<file path="src/rtl/ifu.sv">
// Instruction fetch unit: fetches words, fills the ID register, and redirects
// on BEQ, with a one-entry skid buffer and a drop state.
module ifu (
    input  logic        clk,
    input  logic        reset,
    output logic        imem_req,
    output logic [31:0] imem_addr,
    input  logic        imem_ack,
    input  logic [31:0] imem_rdata,
    input  logic        npc_sel,
    input  logic        zero,
    input  logic        stall,
    output logic        id_valid,
    output logic [31:0] id_instr,
    output logic [31:0] id_pc
);

    typedef enum logic [1:0] {
        S_FETCH = 2'd0,
        S_BUF   = 2'd1,
        S_DROP  = 2'd2
    } state_t;

    localparam logic [31:0] RESET_PC = 32'h0000_3000;

    state_t      state_q;
    logic [31:0] pc_q;
    logic        id_valid_q;
    logic [31:0] id_instr_q;
    logic [31:0] id_pc_q;
    logic [31:0] buf_q;
    logic [31:0] buf_pc_q;
    logic [31:0] tgt_q;

    logic        consume;
    logic        br;
    logic [31:0] target;
    logic [31:0] pc_inc;

    assign consume = id_valid_q & ~stall;
    assign br      = consume & npc_sel & zero;
    assign target  = id_pc_q + 32'd4
                   + {{14{id_instr_q[15]}}, id_instr_q[15:0], 2'b00};
    assign pc_inc  = pc_q + 32'd4;

    // Request is live whenever we are not parked in the skid buffer.
    assign imem_req  = ~reset & (state_q != S_BUF);
    assign imem_addr = pc_q;
    assign id_valid  = id_valid_q;
    assign id_instr  = id_instr_q;
    assign id_pc     = id_pc_q;

    // Fetch FSM: ID register, skid buffer and redirect bookkeeping.
    always_ff @(posedge clk) begin
        if (reset) begin
            state_q    <= S_FETCH;
            pc_q       <= RESET_PC;
            id_valid_q <= 1'b0;
            id_instr_q <= 32'd0;
            id_pc_q    <= 32'd0;
            buf_q      <= 32'd0;
            buf_pc_q   <= 32'd0;
            tgt_q      <= 32'd0;
        end else begin
            unique case (state_q)
                S_FETCH: begin
                    if (br) begin
                        id_valid_q <= 1'b0;
                        if (imem_ack) begin
                            pc_q <= target;
                        end else begin
                            tgt_q   <= target;
                            state_q <= S_DROP;
                        end
                    end else if (imem_ack) begin
                        pc_q <= pc_inc;
                        if (!id_valid_q || !stall) begin
                            id_instr_q <= imem_rdata;
                            id_pc_q    <= pc_q;
                            id_valid_q <= 1'b1;
                        end else begin
                            buf_q    <= imem_rdata;
                            buf_pc_q <= pc_q;
                            state_q  <= S_BUF;
                        end
                    end else if (consume) begin
                        id_valid_q <= 1'b0;
                    end
                end
                S_BUF: begin
                    if (br) begin
                        pc_q       <= target;
                        id_valid_q <= 1'b0;
                        state_q    <= S_FETCH;
                    end else if (consume) begin
                        id_instr_q <= buf_q;
                        id_pc_q    <= buf_pc_q;
                        id_valid_q <= 1'b1;
                        state_q    <= S_FETCH;
                    end
                end
                S_DROP: begin
                    if (imem_ack) begin
                        pc_q    <= tgt_q;
                        state_q <= S_FETCH;
                    end
                end
                default: begin
                    state_q <= S_FETCH;
                end
            endcase
        end
    end

endmodule

</file>
<file path="config.mk">
export PLATFORM = sky130hd
export DESIGN_NAME = ifu
export DESIGN_NICKNAME = d
export VERILOG_FILES = /design/src/rtl/ifu.sv
export SDC_FILE = /design/constraint.sdc
export NUM_CORES = 1
export LEC_CHECK = 0
export CORE_UTILIZATION = 45
export CTS_BUF_LIST = sky130_fd_sc_hd__clkbuf_8
export CTS_CLUSTER_DIAMETER = 40
export DETAILED_ROUTE_END_ITERATION = 10
export PLACE_DENSITY = 0.67
export REMOVE_ABC_BUFFERS = 1
export SLEW_MARGIN = 40
export SYNTH_ARGS = -nofsm -noshare
export SYNTH_HDL_FRONTEND = slang
export SYNTH_SLANG_ARGS = --single-unit
</file>
<file path="constraint.sdc">
create_clock -name clk -period 4.1 [get_ports clk]
set_input_delay 1.23 -clock clk [delete_from_list [all_inputs] [get_ports clk]]
set_output_delay 1.23 -clock clk [all_outputs]
set_load 0.02 [all_outputs]
</file>
==> impl_summary.md <==
Power
The completed layout was analyzed and its total power is 4.64 mW. The maximum vdd drop is 218 µV. The static leakage power is 4.69 nW.

The power density over the cells is 364 nW/µm².

Global route
The wire length of the first global-routing pass is 48.2 mm. The total grt overflow is 0. Global routing used 24.4% of the available tracks. Entering global routing, the biggest net connects 135 pins.

The number of global-route vias before repair was 9314. The number of antenna violations at the first check in global routing came to 0.

Detailed routing
The first routing iteration left 900 violations. In the final routing, the length of wire on met1 measures 13.4 mm. The length of the first detailed-routing pass in iterations is 6. The number of remaining DRC errors is 0. In the routed layout, each cell is associated on average with a via count of 5.73. After detailed routing, the average wire length per cell comes to 16.9 µm. The total length of routed met2 wires is 13.3 mm. The count of nets left with antenna violations once routing finished came out at 0.

Summed over all nets, wire length on met3 after detailed routing comes to 2.28 mm. After detailed routing, the total wire length is 29.3 mm. The via total after detailed routing is 9970. The uppermost signal routing layer after detailed routing is met4.

Die
The overall die area is 24700 µm². The initial cell density of the core is 45.9%. Pin placement for this block handled 136 I/O pins. From left edge to right edge, the die measures 157 µm. The floorplan step set the die height to 157 µm.

The initialized floorplan defines 56 standard-cell rows. The placeable core area is 23500 µm².

Timing
The worst path uses 84.4% of the clock period. The post-route minimum period is 3.46 ns. After layout, the worst setup slack is 0.639 ns. Setup violations remaining at the end of the flow were counted as 0. The achievable frequency is 289 MHz. Setup repair after global routing left no endpoint under its margin.

The total count of max-transition violations in the final report came to 0. Hold is met by 0.460 ns. The hold violation total from the final report was 0. The actual slew at the worst max-slew pin is 0.751 ns. The largest clock skew in the final design is 0.0122 ns. Measured against its own limit, the worst slew margin works out to 49.9%. Setup total negative slack on the finished layout was measured at 0 ns.

Synth
The netlist area before placement is 10800 µm². Counting every instance in the synthesized netlist gives 1333. Yosys mapped the design onto 84 distinct sky130hd cell types.

Among all flip-flop cells after synthesis, the most frequent one is sky130_fd_sc_hd__dfxtp_1. The share of async-settable or async-resettable flops after synthesis is 0%. The post-synthesis area per instance is 8.11 µm². By area the synthesized netlist is led by sky130_fd_sc_hd__dfxtp_1, sky130_fd_sc_hd__nand2_1, sky130_fd_sc_hd__ha_1.

Sequential elements use 36.1% of the synthesized area. The synthesized design contains 195 register bits. By count the netlist is led by sky130_fd_sc_hd__nand2_1, sky130_fd_sc_hd__dfxtp_1, sky130_fd_sc_hd__a21oi_1, sky130_fd_sc_hd__nor2_1, sky130_fd_sc_hd__clkbuf_1. The area share of the largest cell type after synthesis is 36.1%. During synthesis, Yosys emitted a total of 0 warnings. In this run, synthesis inferred 0 flip-flops with an integrated enable. sky130_fd_sc_hd__nand2_1 is the most common cell in the netlist.

The biggest area contributor in the post-synthesis netlist is sky130_fd_sc_hd__dfxtp_1.

CTS
The number of post-CTS setup repair buffers is 0. The count of clock tree sinks is 195. The later pin in the worst-skew pair is clocked with a latency of 0.49 ns. The longest clock path from root to sink contains 2 buffers. The count of H-tree levels built during CTS is 4.

The post-cts hold buffer count is 0. Clock-pin slew was measured on the worst setup and hold paths at 0.11 ns. Post-CTS repair changed the size of 0 cells.

The CTS buffer count is 17. The cell sitting at the root of the clock tree is a sky130_fd_sc_hd__clkbuf_8. TritonCTS built the clock tree.

Worst setup path
The largest stage delay on the critical path is 0.54 ns. In this run the critical register-to-register path is captured at tgt_q[30]. Along the worst path, the maximum fanout reaches 10. The critical path is of the register to register type. The kind of cell with the highest combined delay along the critical path is compound AO/OA/AOI/OAI gates. The number of stages on the worst setup path is 9. The critical path startpoint category is a register. The worst reg-to-reg path cell count is 9. The startpoint of the worst setup timing path is id_instr[15]. In this run the critical register-to-register path is launched from id_instr[15]. The register-to-register path setup slack is 0.64 ns. The arrival time reported for the critical path endpoint is 3.85 ns. The most numerous cell type found on the critical path is sky130_fd_sc_hd__ha_1.

The element type at the critical path end is a register. The signal on the critical path passes through ha_1 > ha_1 > and4_1 > o2111ai_1 > a31oi_1 > a211oi_2 > o211ai_1 > nor4b_1 > a211o_1. The capturing element of the worst setup path is tgt_q[30]. At the worst endpoint, the required time is 4.49 ns.

Together, buffers and inverters on the worst path number 0. The worst-path cell with the longest stage delay is sky130_fd_sc_hd__dfxtp_1.

Finish
The sequential cell area is 3900 µm². Summing all multi-input logic gate instances after layout gives 6450 µm². The cell area after layout is 12700 µm². The number of nets at the end of the flow is 1508. The number of filler cells placed in the layout is 2265. After the flow finishes, the layout carries non-filler instances totaling 1739. The antenna diode count is 0.

Compared with the post-synthesis result, the final layout area differs by 17.8%. The layout cell share with drive strength beyond 1 is 5.99%. Measured on the finished design, the core utilization comes to 54.1%.

Job
The max-cap check violation count is 0.

Min path
The min-delay analysis places its worst path in the category register to register. In this run the most critical hold path is launched from buf_pc_q[31].

Place
Including well taps, the total number of placed cells is 1707. The congestion estimate from routability-driven global placement came to 0.891. Before CTS, the worst setup slack after placement is 0.383 ns. Input and output buffers added on the ports amount to 135. Detailed placement finished with a half-perimeter wire length of 20.0 mm. Once placement finished, the instance area stood at 12400 µm².

Run status
The flow ran to the end, and the final reports show no timing, DRC or antenna violations.
## worst register-to-register path, cell delays in order (launching register included)
cell and delay, ns:
sky130_fd_sc_hd__dfxtp_1 0.54, sky130_fd_sc_hd__ha_1 0.30, sky130_fd_sc_hd__ha_1 0.48, sky130_fd_sc_hd__and4_1 0.35
sky130_fd_sc_hd__o2111ai_1 0.22, sky130_fd_sc_hd__a31oi_1 0.49, sky130_fd_sc_hd__a211oi_2 0.19, sky130_fd_sc_hd__o211ai_1 0.42
sky130_fd_sc_hd__nor4b_1 0.10, sky130_fd_sc_hd__a211o_1 0.28
## cells by family after synthesis
group | count (synthesis) | share of synthesized area [%]
and+or+nand+nor | 462 | 19.1
AOI/OAI and AO/OA | 387 | 23.5
DFF | 195 | 36.1
buffers and inverters | 121 | 4.71
muxes | 65 | 6.02
adders and majority gates | 63 | 7.36
xor gates and xnor gates | 40 | 3.24
## flip-flops by register name, summed over array words and instances, names as in the netlist
register   cells
imem_addr     32
id_valid       1
state_q        2
buf_pc_q      32
tgt_q         32
id_pc         32
id_instr      32
buf_q         32
## layer usage
layer,vias up,global-route usage [%]
met2,334,40.2
li1,4923,-
met5,-,0
met3,41,6.00
met1,4672,31.9
met4,0,6.33
## power breakdown
group	internal, mW	switching, mW	total, mW
sequential	2.01	0.130	2.14
clock	0.437	0.770	1.21
combinational	0.540	0.753	1.29
total	2.99	1.65	4.64
## how the worst min path moves through the flow
stage          depth (start not counted)  slack, ns            to
3_5_place_dp                           2       0.45   buf_pc_q[6]
6_report                               2       0.46  buf_pc_q[31]
4_1_cts                                2       0.46      tgt_q[6]
5_1_grt                                2       0.48     tgt_q[17]
2_1_floorplan                          2       0.43     tgt_q[31]
3_3_place_gp                           2       0.44   buf_pc_q[7]
## area by class of cell
class / count / share of cell area (%)
inverters: 16 / 0.471
flip-flops and latches: 195 / 30.6
well taps: 319 / 3.13
repair buffers: 160 / 12.3
clock inverters: 15 / 0.992
clock buffers: 17 / 1.84
multi-input cells: 1017 / 50.6
## placed cells by master (no fill, tap or decap), types with 4 or more instances in the layout
cell type and n:
sky130_fd_sc_hd__nand3b_1 4, sky130_fd_sc_hd__a211o_1 8, sky130_fd_sc_hd__clkbuf_8 17, sky130_fd_sc_hd__nand3_1 29, sky130_fd_sc_hd__o221ai_1 4, sky130_fd_sc_hd__xnor2_1 22, sky130_fd_sc_hd__nand4_1 7, sky130_fd_sc_hd__nor3_1 18
sky130_fd_sc_hd__o21a_1 5, sky130_fd_sc_hd__and2_1 4, sky130_fd_sc_hd__and4_1 5, sky130_fd_sc_hd__a211oi_1 79, sky130_fd_sc_hd__o21ai_1 6, sky130_fd_sc_hd__ha_1 61, sky130_fd_sc_hd__xor2_1 18, sky130_fd_sc_hd__nor2_1 120
sky130_fd_sc_hd__mux2i_1 65, sky130_fd_sc_hd__dfxtp_1 195, sky130_fd_sc_hd__inv_1 15, sky130_fd_sc_hd__o211ai_1 6, sky130_fd_sc_hd__a31oi_1 13, sky130_fd_sc_hd__o21ai_0 35, sky130_fd_sc_hd__a22o_1 4, sky130_fd_sc_hd__clkinv_4 6
sky130_fd_sc_hd__nand2_1 229, sky130_fd_sc_hd__clkdlybuf4s50_1 134, sky130_fd_sc_hd__buf_4 22, sky130_fd_sc_hd__and3_1 9, sky130_fd_sc_hd__a21oi_1 151, sky130_fd_sc_hd__a21o_1 19, sky130_fd_sc_hd__a311oi_1 6, sky130_fd_sc_hd__a221oi_1 15
(Power assumes the default switching activity.)
